## src/rtl/vga_sync_receiver.sv

```systemverilog
// VGA sync receiver: recovers pixel coordinates from hsync/vsync/blank_n, measures
// line/frame timing against the parameters and tracks lock with a small FSM.
//
// state  | meaning
// HUNT   | waiting for a vsync fall to start measuring whole frames
// VERIFY | counting consecutive violation-free frames toward LOCK_FRAMES
// LOCKED | timing matches parameters; any violation drops back to HUNT
module vga_sync_receiver #(
  parameter int H_TOTAL     = 800,
  parameter int V_TOTAL     = 525,
  parameter int H_ACTIVE    = 640,
  parameter int LOCK_FRAMES = 2
) (
  input  logic       clk,
  input  logic       rst,
  input  logic       hsync,
  input  logic       vsync,
  input  logic       blank_n,
  input  logic [2:0] rgb_in,
  output logic [9:0] x_pos,
  output logic [9:0] y_pos,
  output logic       pixel_valid,
  output logic [2:0] rgb_out,
  output logic       frame_start,
  output logic       locked,
  output logic [7:0] err_count
);

  typedef enum logic [1:0] {
    HUNT   = 2'd0,
    VERIFY = 2'd1,
    LOCKED = 2'd2
  } state_t;

  localparam logic [11:0] H_TOTAL_W  = 12'(H_TOTAL);
  localparam logic [10:0] H_ACTIVE_W = 11'(H_ACTIVE);
  localparam logic [10:0] V_TOTAL_W  = 11'(V_TOTAL);
  localparam logic [7:0]  LOCK_W     = 8'(LOCK_FRAMES);

  // input stage 1 and the stage-2 copy used only for edge detection
  logic       hs1_q, hs1_d, vs1_q, vs1_d, bn1_q, bn1_d;
  logic [2:0] rgb1_q, rgb1_d;
  logic       hs2_q, hs2_d, vs2_q, vs2_d, bn2_q, bn2_d;

  logic [10:0] h_cnt_q, h_cnt_d;
  logic [10:0] act_cnt_q, act_cnt_d;
  logic [9:0]  v_cnt_q, v_cnt_d;
  logic        line_armed_q, line_armed_d;
  state_t      state_q, state_d;
  logic [7:0]  good_frames_q, good_frames_d;

  logic [9:0]  x_pos_q, x_pos_d;
  logic [9:0]  y_pos_q, y_pos_d;
  logic        pixel_valid_q, pixel_valid_d;
  logic [2:0]  rgb_out_q, rgb_out_d;
  logic        frame_start_q, frame_start_d;
  logic        locked_q, locked_d;
  logic [7:0]  err_count_q, err_count_d;

  logic        h_fall, v_fall, b_rise, b_fall;
  logic [11:0] line_len;
  logic [10:0] frame_lines;
  logic        line_viol, frame_viol, viol;
  logic [7:0]  good_inc;

  assign h_fall = hs2_q & ~hs1_q;
  assign v_fall = vs2_q & ~vs1_q;
  assign b_rise = ~bn2_q & bn1_q;
  assign b_fall = bn2_q & ~bn1_q;

  // a vsync fall that coincides with an hsync fall closes that line too
  assign line_len    = {1'b0, h_cnt_q} + 12'd1;
  assign frame_lines = {1'b0, v_cnt_q} + {10'd0, h_fall};
  assign good_inc    = good_frames_q + 8'd1;

  always_comb begin
    hs1_d  = hsync;
    vs1_d  = vsync;
    bn1_d  = blank_n;
    rgb1_d = rgb_in;
    hs2_d  = hs1_q;
    vs2_d  = vs1_q;
    bn2_d  = bn1_q;
  end

  always_comb begin
    h_cnt_d      = h_cnt_q;
    act_cnt_d    = act_cnt_q;
    v_cnt_d      = v_cnt_q;
    line_armed_d = line_armed_q | h_fall;

    if (h_fall) begin
      h_cnt_d = 11'd0;
    end else if (h_cnt_q != 11'h7FF) begin
      h_cnt_d = h_cnt_q + 11'd1;
    end

    if (h_fall) begin
      act_cnt_d = {10'd0, bn1_q};
    end else if (bn1_q && act_cnt_q != 11'h7FF) begin
      act_cnt_d = act_cnt_q + 11'd1;
    end

    if (v_fall) begin
      v_cnt_d = 10'd0;
    end else if (h_fall && v_cnt_q != 10'h3FF) begin
      v_cnt_d = v_cnt_q + 10'd1;
    end
  end

  always_comb begin
    line_viol  = h_fall & line_armed_q &
                 ((line_len != H_TOTAL_W) |
                  ((act_cnt_q != 11'd0) & (act_cnt_q != H_ACTIVE_W)));
    frame_viol = v_fall & (state_q != HUNT) & (frame_lines != V_TOTAL_W);
    viol       = line_viol | frame_viol;

    state_d       = state_q;
    good_frames_d = good_frames_q;
    unique case (state_q)
      HUNT: begin
        if (v_fall) begin
          state_d       = VERIFY;
          good_frames_d = 8'd0;
        end
      end
      VERIFY: begin
        if (viol) begin
          state_d = HUNT;
        end else if (v_fall) begin
          good_frames_d = good_inc;
          if (good_inc >= LOCK_W) begin
            state_d = LOCKED;
          end
        end
      end
      LOCKED: begin
        if (viol) begin
          state_d = HUNT;
        end
      end
      default: state_d = HUNT;
    endcase
  end

  always_comb begin
    x_pos_d       = x_pos_q;
    y_pos_d       = y_pos_q;
    pixel_valid_d = bn1_q;
    rgb_out_d     = bn1_q ? rgb1_q : 3'b000;
    frame_start_d = v_fall;
    locked_d      = (state_d == LOCKED);
    err_count_d   = err_count_q;

    if (b_rise) begin
      x_pos_d = 10'd0;
    end else if (bn1_q && x_pos_q != 10'h3FF) begin
      x_pos_d = x_pos_q + 10'd1;
    end

    if (v_fall) begin
      y_pos_d = 10'd0;
    end else if (b_fall && y_pos_q != 10'h3FF) begin
      y_pos_d = y_pos_q + 10'd1;
    end

    if (viol && err_count_q != 8'hFF) begin
      err_count_d = err_count_q + 8'd1;
    end
  end

  always_ff @(posedge clk) begin
    if (rst) begin
      hs1_q         <= 1'b1;
      vs1_q         <= 1'b1;
      bn1_q         <= 1'b0;
      rgb1_q        <= 3'b000;
      hs2_q         <= 1'b1;
      vs2_q         <= 1'b1;
      bn2_q         <= 1'b0;
      h_cnt_q       <= 11'd0;
      act_cnt_q     <= 11'd0;
      v_cnt_q       <= 10'd0;
      line_armed_q  <= 1'b0;
      state_q       <= HUNT;
      good_frames_q <= 8'd0;
      x_pos_q       <= 10'd0;
      y_pos_q       <= 10'd0;
      pixel_valid_q <= 1'b0;
      rgb_out_q     <= 3'b000;
      frame_start_q <= 1'b0;
      locked_q      <= 1'b0;
      err_count_q   <= 8'd0;
    end else begin
      hs1_q         <= hs1_d;
      vs1_q         <= vs1_d;
      bn1_q         <= bn1_d;
      rgb1_q        <= rgb1_d;
      hs2_q         <= hs2_d;
      vs2_q         <= vs2_d;
      bn2_q         <= bn2_d;
      h_cnt_q       <= h_cnt_d;
      act_cnt_q     <= act_cnt_d;
      v_cnt_q       <= v_cnt_d;
      line_armed_q  <= line_armed_d;
      state_q       <= state_d;
      good_frames_q <= good_frames_d;
      x_pos_q       <= x_pos_d;
      y_pos_q       <= y_pos_d;
      pixel_valid_q <= pixel_valid_d;
      rgb_out_q     <= rgb_out_d;
      frame_start_q <= frame_start_d;
      locked_q      <= locked_d;
      err_count_q   <= err_count_d;
    end
  end

  assign x_pos       = x_pos_q;
  assign y_pos       = y_pos_q;
  assign pixel_valid = pixel_valid_q;
  assign rgb_out     = rgb_out_q;
  assign frame_start = frame_start_q;
  assign locked      = locked_q;
  assign err_count   = err_count_q;

endmodule

```

## config.mk

```make
export PLATFORM = sky130hd
export DESIGN_NAME = vga_sync_receiver
export DESIGN_NICKNAME = d
export VERILOG_FILES = /design/src/rtl/vga_sync_receiver.sv
export SDC_FILE = /design/constraint.sdc
export NUM_CORES = 1
export LEC_CHECK = 0
export CORE_AREA = 2 2 86 88
export CTS_BUF_LIST = sky130_fd_sc_hd__clkbuf_4
export DETAILED_ROUTE_END_ITERATION = 6
export DIE_AREA = 0 0 88 90
export GPL_TIMING_DRIVEN = 0
export PLACE_DENSITY = 0.79
export SYNTH_ARGS = -nofsm -noshare
export SYNTH_HDL_FRONTEND = slang
export SYNTH_SLANG_ARGS = --single-unit
```

## constraint.sdc

```tcl
create_clock -name clk -period 3.2 [get_ports clk]
set_input_delay 0.32 -clock clk [delete_from_list [all_inputs] [get_ports clk]]
set_output_delay 0.32 -clock clk [all_outputs]
set_load 0.05 [all_outputs]
```

# Yosys cells after proc, flatten, opt, wreduce, memory -nomap -nowiden
# Cells that the tools add are included.
word_totals:
  regBits: 85
  latch_bits: 0
  ram_bits: 0
  romBits: 0
  output_inout_bits: 34
  wordCells: 88
  memories: 0
classes:
  n_addsub: 9
  n_mul: 0
  n_div: 0
  magnitude_cmp: 1
  eq_ne: 15
  n_shift: 0
  muxes: 12
  bitwise: 16
  n_reduce_logical: 15
ops:
  columns: ["cell", "n"]
  rows:
  - ["10-bit by 1-bit adder with 10-bit output, second input constant", 3]
  - ["10-bit inequality test, second input constant", 3]
  - ["8-bit two-way mux", 3]
  - ["11-bit by 1-bit adder with 11-bit output, second input constant", 2]
  - ["11-bit by 10-bit inequality test with 1-bit output, second input constant", 2]
  - ["11-bit inequality test, second input constant", 2]
  - ["8-bit by 1-bit adder with 8-bit output, second input constant", 2]
  - ["8-bit case mux with 2 select lines", 1]
  - ["11-bit by 1-bit adder with 12-bit output, second input constant", 1]
  - ["12-bit by 10-bit inequality test with 1-bit output, second input constant", 1]
  - ["10-bit by 1-bit adder with 11-bit output", 1]
  - ["11-bit nonzero test", 1]
  - ["2-bit two-way mux", 5]
  - ["1-bit AND", 9]
  - ["8-bit by 2-bit greater-or-equal comparator with 1-bit output, second input constant", 1]
  - ["8-bit inequality test, second input constant", 1]
  - ["2-bit OR reduction", 4]
  - ["2-bit inequality test, second input constant", 3]
  - ["2-bit case mux with 3 select lines", 1]
  - ["2-bit nonzero test", 3]
  - ["1-bit logical AND", 5]
  - ["2-bit == test, second input constant", 2]
  - ["1-bit inverter", 4]
  - ["4-bit AND reduction", 1]
  - ["other kinds (4)", 7]

# Depth between registers and ports, before layout
logic_depth:
  ltp_word: 9
  depth_mapped: 13
  mapped_depth_nobuf: 10

# Worst setup path after synthesis
# OpenSTA, ideal clock, no wires.
synth_timing:
  kind: "register -> register"
  start: "reg h_cnt_q[3]"
  end: "reg good_frames_q[4]"
  setup_time_ns: 0.087
  arrival_ns: 2.662
  path_slack_ns: 0.451
  path_stages_with_launch: 10
  path_buffers: 2
  synth_period_minus_slack_ns: 2.749
  path_cell_list: "dfxtp_1 > nand3_2 > or4_1 > a2111oi_1 > a31oi_1 > or2_0 > clkbuf_1 > or4_1 > clkbuf_2 > o31ai_1"
synth_via:
  elab_chain_cells: 7
synth_lines:
  columns: ["item", "line_no", "rtl"]
  rows:
  - ["start: declaration", "45", "logic [10:0] h_cnt_q, h_cnt_d;"]
  - ["start signal: assignment", "202", "h_cnt_q <= h_cnt_d;"]
  - ["11-bit by 1-bit adder with 12-bit output", "72", "assign line_len = {1'b0, h_cnt_q} + 12'd1;"]
  - ["12-bit by 10-bit inequality test with 1-bit output", "113", "((line_len != H_TOTAL_W) |"]
  - ["1-bit OR", "113", null]
  - ["1-bit AND", "112", "line_viol = h_fall & line_armed_q &"]
  - ["1-bit OR", "116", "viol = line_viol | frame_viol;"]
  - ["2-bit inequality test (no line)", null, null]
  - ["4-bit AND reduction (no line)", null, null]
  - ["end signal: assignment", "207", "good_frames_q <= good_frames_d;"]
  - ["end: declaration", "50", "logic [7:0] good_frames_q, good_frames_d;"]
# Every way passes these cells.
# A chain may end at the register's enable or synchronous reset.

# Worst setup path in the final report
layout_timing:
  start: "reg h_cnt_q[6]"
  end: "reg good_frames_q[4]"
# The elaborated chain is that of the path after synthesis.

==> results.sh <==
export IMPL_outcome="finished clean"
export IMPL_hp_class="flip-flop to flip-flop"
export IMPL_die_area_um2=7920
export IMPL_cts_tree="yes"
export IMPL_holdPathStages=1
export IMPL_rows=31
export IMPL_regArea_um2=1710
export IMPL_ir_worst_vdd_mv=0.233
export IMPL_ys_ff_latch=85
export IMPL_rsz0062_at_grt="no"
export IMPL_min_period_over_period_pct=92.4
export IMPL_hold_viol=0
export IMPL_critPathKind="flip-flop to flip-flop"
export IMPL_initial_core_util_pct=55.8
export IMPL_cp_start_kind="flip-flop"
export IMPL_pin_count=42
export IMPL_tightest_slew_ns=0.741
export IMPL_path_clk_slew_ns=0.13
export IMPL_grt_usage_pct=22.3
export IMPL_ctsLongestPathBuffers=2
export IMPL_yosysSeqAreaShare_pct=43.4
export IMPL_critPathMaxStageDelay_ns=0.49
export IMPL_cp_top_family="simple AND/OR/NAND/NOR gates"
export IMPL_synth_async_sr_flop_share_pct=0
export IMPL_final_common_cell="dfxtp_1"
export IMPL_tns_ns=0
export IMPL_area_growth_pct=18.3
export IMPL_arrival_ns=3.31
export IMPL_postLayoutCoreUtil_pct=66.0
export IMPL_r2r_slack_ns=0.24
export IMPL_cp_buffers_inverters=2
export IMPL_numCtsBuffers=9
export IMPL_synth_ff_type="dfxtp_1"
export IMPL_layout_min_cycle_time_ns=2.96
export IMPL_die_h_um=90
export IMPL_rr_endpoint="good_frames_q[4]$_SDFFE_PP0P_"
export IMPL_drtIter0Drc=91
export IMPL_cap_violations=0
export IMPL_layout_common_cells="dfxtp_1, nor2_1, clkdlybuf4s50_1"
export IMPL_critPathMaxFanout=8
export IMPL_clock_latency_ns=0.43
export IMPL_numPortBuffers=41
export IMPL_synth_nets=473
export IMPL_wire_per_inst_um=13.6
export IMPL_crit_chain="buf_2, nand4_1, or4_4, a2111oi_2, a31oi_1, or2_0, or4_1, clkbuf_2, o31ai_1"
export IMPL_dp_final_hpwl_um=5890
export IMPL_syn_inst=453
export IMPL_route_detailed_drc=0
export IMPL_cts_sinks=85
export IMPL_h_tree_depth=3
export IMPL_cpMaxStageDelayCell="or4_1"
export IMPL_hold_path_end="rgb_out[2]$_SDFF_PP0_"
export IMPL_routed_via_density=5.55
export IMPL_p_leak_nw=1.63
export IMPL_finalMaxSlewViolations=0
export IMPL_totalWireLength_um=8270
export IMPL_cts_setup_buffers=0
export IMPL_die_width_um=88
export IMPL_setup_ws_ns=0.242
export IMPL_hp_start="rgb1_q[2]$_SDFF_PP0_"
export IMPL_vias=3369
export IMPL_avgSynthCellArea_um2=8.65
export IMPL_reg2reg_from="h_cnt_q[6]$_SDFFE_PP0P_"
export IMPL_setup_viol=0
export IMPL_yosysUniqueCellTypes=48
export IMPL_yosysWarnings=0
export IMPL_critPathRequiredTime_ns=3.55
export IMPL_reg2reg_depth=9
export IMPL_core_area_um2=7020
export IMPL_grt_max_degree=14
export IMPL_synth_edff_count=0
export IMPL_diodes=0
export IMPL_grt_pass1_vias=3254
export IMPL_powerDensity_nw_per_um2=408
export IMPL_ant_nets=0
export IMPL_max_freq_ghz=0.338
export IMPL_first_pass_iters=4
export IMPL_gp_congestion=0.863
export IMPL_nFillCells=585
export IMPL_grt_antenna_before_repair=0
export IMPL_overflow=0
export IMPL_layout_drive_gt1_share_pct=7.48
export IMPL_cts_root_buf="clkbuf_4"
export IMPL_multi_input_area_um2=2110
export IMPL_syn_cell_area_um2=3920
export IMPL_end_kind="flip-flop"
export IMPL_dpl_worst_slack_ns=0.0364
export IMPL_fin_worst_skew_ns=0.0149
export IMPL_grt_pass1_wl_um=14400
export IMPL_slew_headroom_pct=50.3
export IMPL_nets=523
cells in the mapped netlist, types with 2 or more instances:
library cell | count | area share [%]
nand4_1 | 16 | 2.6
dfxtp_1 | 85 | 43
nor2b_1 | 10 | 1.6
nand2b_1 | 6 | 0.96
and3_1 | 9 | 1.4
ha_1 | 12 | 3.8
or4_1 | 3 | 0.57
clkbuf_1 | 14 | 1.3
nor4b_1 | 2 | 0.45
nand2_1 | 26 | 2.5
o21ai_1 | 2 | 0.26
a21oi_1 | 31 | 4.0
nor2_1 | 51 | 4.9
o311ai_0 | 6 | 1.3
o21ai_0 | 16 | 2.0
buf_2 | 2 | 0.26
xor2_1 | 22 | 4.9
nor3_1 | 13 | 1.7
mux2_2 | 2 | 0.57
a31oi_1 | 5 | 0.80
o31ai_1 | 7 | 1.3
nand3_1 | 25 | 3.2
or3_1 | 12 | 1.9
o211a_1 | 2 | 0.51
xnor2_1 | 16 | 3.6
mux2i_1 | 8 | 2.0
and4_1 | 2 | 0.45
nor4_1 | 5 | 0.80
nor4bb_1 | 2 | 0.51
or2_2 | 6 | 0.96
inv_1 | 14 | 1.3
and2_1 | 5 | 0.80
routing by layer:
metal  share of wire [%]  global-route usage [%]  up-vias
met3                 2.5                    6.06        8
li1                    -                       -     1718
met2                  52                    38.6       38
met1                  44                    26.9     1605
met5                   0                       0        -
met4                 1.1                    6.03        0
flip-flops by register name (all words and copies together) (netlist names), 2 cells and up:
signal / flops
rgb_out: 3
rgb1_q: 3
y_pos: 10
h_cnt_q: 11
act_cnt_q: 11
good_frames_q: 8
v_cnt_q: 10
state_q: 2
err_count: 8
x_pos: 10
power by group:
group          internal, mW  total, mW  switching, mW  leakage [nW]
sequential             1.07       1.09         0.0176         0.691
clock                 0.330      0.675          0.345        0.0822
combinational        0.0473      0.123         0.0760         0.853
cell families after synthesis:
family                     after synthesis  share of synthesized area [%]
DFF                                     85                           43.4
AOI/OAI and AO/OA                       81                           12.8
adders and majority gates               12                           3.83
buffers and inverters                   32                           3.16
muxes                                   10                           2.62
and+or+nand+nor                        195                           25.6
xor gates and xnor gates                38                           8.50
how the worst max path moves through the flow:
stage / start / end / slack (ns) / cells after the start
after CTS: hs1_q$_SDFF_PP1_ / good_frames_q[4]$_SDFFE_PP0P_ / 0.09 / 13
final: h_cnt_q[6]$_SDFFE_PP0P_ / good_frames_q[4]$_SDFFE_PP0P_ / 0.24 / 9
after global routing: h_cnt_q[6]$_SDFFE_PP0P_ / good_frames_q[6]$_SDFFE_PP0P_ / 0.04 / 9
after global placement: h_cnt_q[0]$_SDFFE_PP0P_ / good_frames_q[2]$_SDFFE_PP0P_ / 0.04 / 11
after floorplan: h_cnt_q[3]$_SDFFE_PP0P_ / good_frames_q[4]$_SDFFE_PP0P_ / 0.45 / 9
after detailed placement: h_cnt_q[0]$_SDFFE_PP0P_ / good_frames_q[4]$_SDFFE_PP0P_ / 0.04 / 11
what timing repair did:
| action | in CTS | in global routing |
|---|---|---|
| endpoints found under the setup margin | 3 | 10 |
| endpoints found under the hold margin | 0 | 0 |
| gates resized for setup | 0 | 14 |
| hold buffers | 0 | 0 |
stage by stage:
stage | hold slack, ns | power (mW) | std cells | instance area [um^2]
final | 0.436 | 1.89 | 607 | 4630
after global routing | 0.415 | 1.98 | 607 | 4630
after CTS | 0.421 | 1.91 | 608 | 4610
after detailed placement | 0.413 | 1.24 | 593 | 4450
after global placement | 0.413 | 1.23 | 593 | 4450
after floorplan | 0.406 | 1.19 | 453 | 3920
layout make-up:
cell class | instances | share of cell area, %
plain buffers | 16 | 1.46
clock buffers | 11 | 1.78
clock inverters | 5 | 1.62
inverters | 14 | 1.13
multi-input cells | 336 | 45.6
flip-flops and latches | 85 | 36.9
well taps | 99 | 2.67
repair buffers | 41 | 8.86
Power figures use the tool's default switching activity.
==> RTL edit 1 (same settings) <==
Encoding of `state_t`: now one-hot (3 bits for 3 states).
--- a/src/rtl/vga_sync_receiver.sv
+++ b/src/rtl/vga_sync_receiver.sv
@@ -28,6 +28,6 @@
 
-  typedef enum logic [1:0] {
-    HUNT   = 2'd0,
-    VERIFY = 2'd1,
-    LOCKED = 2'd2
+  typedef enum logic [2:0] {
+    HUNT   = 3'b001,
+    VERIFY = 3'b010,
+    LOCKED = 3'b100
   } state_t;
Function: same outputs for any inputs over 10 cycles, from zero or initial values and one cycle with rst high; not proved beyond that.
==> RTL edit 1 against the unedited design <==
Sequential cell count increased by 1. Area after synthesis increased by 3.5%. Clock skew increased by 1.4 ps. Global-route usage decreased by 0.17 points. Wire length decreased by 0.58%. Total power increased by 5.5%. Cell area increased by 3.3%. Worst setup slack improved by 42 ps. Synthesized cell count increased by 1.8%. Count of clock-buffer cells in the layout decreased by 1. Largest cell class unchanged.
==> RTL edit 1: results (changes against the unedited design) <==
| Metric | Value |
|---|---|
| Post-route design area | 4790 sq um (+3.3%) |
| Synth area leaders | dfxtp_1, nor2_1, xnor2_1, xor2_1, a21oi_1 |
| Post-synthesis sequential area ratio | 42.5% (-0.98 points) |
| Dpl hpwl | 5.86 mm (-0.48%) |
| Skew final | 16.3 ps (+1.43 ps) |
| Largest net degree at the start of global routing | 15 (+1) |
| Commonest cells post-synth | dfxtp_1, nor2_1, a21oi_1 |
| Seq/total area | 36.0% (-0.90 points) |
| DP Area | 4590 sq um (+3.1%) |
| Post-synthesis adder-cell area fraction | 3.70% (-0.13 points) |
| Syn avg cell area | 8.80 sq um (+1.7%) |
| Crit-path slowest cell | or3b_1 |
| Gr usage total | 22.2% (-0.17 points) |
| Multi-input gates | 351 (+4.5%) |
| Total routed wirelength | 8.22 mm (-0.58%) |
| Leakage | 1.69 nW (+3.7%) |
| Compound-Gate Fraction of Synth Area | 14.4% (+1.6 points) |
| Cell variety after synth | 59 (+23%) |
| XOR/XNOR Fraction of Synth Area | 8.42% (-0.072 points) |
| First-pass GRT wire length | 14.4 mm (about the same) |
| Global placement routability congestion | 0.841 (-2.5%) |
| P_int | 1.54 mW (+5.9%) |
| Filler cells | 557 (-4.8%) |
| Worst slew pin tran | 716 ps (-25.4 ps) |
| Mux share of post-synthesis cell area | 1.23% (-1.4 points) |
| Dpl ws | 205 ps (+168 ps) |
| Clock-cell share of area | 3.87% (+0.47 points) |
| Non-clk invs | 11 (-3) |
| Peak supply drop | 0.229 mV (-1.4%) |
| Final net count | 533 (+1.9%) |
| Number of global-route vias before repair | 3224 (-0.92%) |
| Non-clk buf share | 9.90% (-0.41 points) |
| Status | completed |
| Syn Nets | 481 (+1.7%) |
| Mapped Area | 4060 sq um (+3.5%) |
## RTL edit 1: cell count changes after synthesis, moves of 4 or more
cell | before | now
nor2_1 | 51 | 60
xnor2_1 | 16 | 20
clkbuf_1 | 14 | 8
o21ai_0 | 16 | 21
nor3_1 | 13 | 5
o311ai_0 | 6 | 0
a31o_2 | 1 | 5
## RTL edit 1: routing by layer
metal	wire length (um)	global-route usage (%)	share of wire (%)
met1	3870	31.0	47
met2	3840	34.3	47
met3	352	3.12	4.3
met4	150	8.72	1.8
met5	0	0	0
## RTL edit 1: final timing paths
path,from,to,slack (ps)
worst max-delay path,hs2_q$_SDFF_PP1_,err_count[4]$_SDFFE_PP0P_,280
worst min-delay path,rgb1_q[0]$_SDFF_PP0_,rgb_out[0]$_SDFF_PP0_,440
worst min register to register,rgb1_q[0]$_SDFF_PP0_,rgb_out[0]$_SDFF_PP0_,440
worst max register to register,hs2_q$_SDFF_PP1_,err_count[4]$_SDFFE_PP0P_,280
==> RTL edit 2 (same settings) <==
Without the edit above. The parameter `H_TOTAL` goes from 800 to 400.
--- a/src/rtl/vga_sync_receiver.sv
+++ b/src/rtl/vga_sync_receiver.sv
@@ -8,3 +8,3 @@
 module vga_sync_receiver #(
-  parameter int H_TOTAL     = 800,
+  parameter int H_TOTAL     = 400,
   parameter int V_TOTAL     = 525,
Check against the original RTL: same outputs for any inputs over 10 cycles, from zero or initial values and one cycle with rst high; that may be too few to reach the edited logic, so the function may still have changed.
==> RTL edit 2 against the unedited design <==
Cell count rose by 0.66%. Count of clock-buffer cells in the layout fell by 2. Cell area rose by 2.7%. Worst setup slack improved by 71 ps. Sequential power barely moved. Sequential cell count did not move. Die area did not move. Wire length rose by 2.2%. Largest cell class unchanged. Total power rose by 9.0%. Area after synthesis rose by 2.9%.
==> RTL edit 2: results (changes against the unedited design) <==
| Metric | Value |
|---|---|
| Met1 GRT Util | 30.8% (+3.9 points) |
| First-pass GRT wire length | 14.3 mm (-0.91%) |
| Dpl ws | 197 ps (+160 ps) |
| Number of global-route vias before repair | 3092 (-5.0%) |
| Status | completed |
| Critical path origin | hs1_q$_SDFF_PP1_ |
| Commonest cells post-synth | dfxtp_1, nor2_1, nand2_1 |
| Worst EP arrival | 3210 ps (-100 ps) |
| Via count | 3460 (+2.7%) |
| Final net count | 527 (+0.76%) |
| Global placement routability congestion | 0.853 (-1.1%) |
| Synth area leaders | dfxtp_1, xor2_1, nor2_1, xnor2_1, ha_1 |
| Gr usage total | 22.3% (-0.029 points) |
| Leakage | 1.71 nW (+5.1%) |
| Worst skew pair latency | 450 ps (+20 ps) |
| Dpl hpwl | 6.11 mm (+3.8%) |
| Skew final | 16.1 ps (+1.18 ps) |
| Largest net degree at the start of global routing | 15 (+1) |
| Met3 Usage GRT | 3.21% (-2.8 points) |
| Post-synthesis sequential area ratio | 42.2% (-1.2 points) |
| Total routed wirelength | 8.45 mm (+2.2%) |
| End of the critical path | locked$_SDFF_PP0_ |
| Iter 0 DRT Violations | 194 (+110%) |
| Syn Nets | 476 (+0.63%) |
| Worst-path fanout max | 10 (+2) |
| Hold crit path type | input port to flip-flop |
| R2R cell count | 12 (+3) |
| Cell variety after synth | 56 (+17%) |
| Max Freq | 346 MHz (+2.5%) |
| Met2 Use GR | 34.3% (-4.2 points) |
==> RTL edit 2: worst register-to-register path, cell delays in order (launching register included) <==
cell and delay, ps:
dfxtp_1 330, nand2b_1 170, inv_1 180, ha_1 210
ha_1 230, nor4bb_1 260, nand3_1 110, o21ai_1 280
and4_1 270, buf_6 120, buf_2 230, nor2_1 100
a211oi_1 290
==> RTL edit 2: logic make-up (layout without fill, tap and decap cells) <==
kind of cell / count (synthesis) / in the layout / share of synthesized area [%]
XOR/XNOR: 43 / 43 / 9.34
buffers and inverters: 32 / 88 / 3.69
AO/OA/AOI/OAI: 81 / 81 / 13.8
multiplexers: 9 / 9 / 2.24
AND/OR/NAND/NOR: 194 / 194 / 25.0
adder cells (fa/ha/maj): 12 / 12 / 3.73
flip-flops: 85 / 85 / 42.2
==> RTL edit 2: final cells by class <==
type	instances	area, sq um
Clock buffer	9	67.6
Sequential cell	85	1700
Buffer	17	93.8
Inverter	15	56.3
Tap cell	99	124
Fill cell	580	2260
Timing Repair Buffer	40	400
Clock inverter	7	136
Multi-Input combinational cell	339	2180
==> RTL edit 2: layer usage <==
metal / up-vias / wire length, um
li1: 1730 / -
met2: 74 / 3940
met5: - / 0
met4: 0 / 190
met1: 1638 / 3980
met3: 18 / 345
==> RTL edit 2: metrics by stage <==
stage	cells	instance area [sq um]
2_1_floorplan	456	4030
3_3_place_gp	595	4550
3_5_place_dp	595	4550
4_1_cts	611	4760
5_1_grt	611	4760
6_report	611	4760
==> RTL edit 2: power breakdown <==
group,internal (mW),switching [mW]
registers,1.07,0.0169
logic,0.0468,0.0777
clock network,0.472,0.373
total,1.59,0.467
==> RTL edit 2: what timing repair did <==
action | CTS | global route
buffers inserted | 0 | 0
hold buffers | 0 | 0
resized for setup | 0 | 3
setup endpoints to repair | 0 | 5
==> RTL edit 2: worst min-delay path by stage <==
| stage | start | end | slack [ps] | cells past startpoint |
|---|---|---|---|---|
| 2_1_floorplan | hs1_q$_SDFF_PP1_ | hs2_q$_SDFF_PP1_ | 410 | 1 |
| 4_1_cts | rst | vs2_q$_SDFF_PP1_ | 370 | 2 |
| 5_1_grt | hsync | hs1_q$_SDFF_PP1_ | 410 | 2 |
| 3_3_place_gp | hs1_q$_SDFF_PP1_ | hs2_q$_SDFF_PP1_ | 420 | 1 |
| 6_report | rst | vs2_q$_SDFF_PP1_ | 390 | 2 |
| 3_5_place_dp | hs1_q$_SDFF_PP1_ | hs2_q$_SDFF_PP1_ | 430 | 1 |
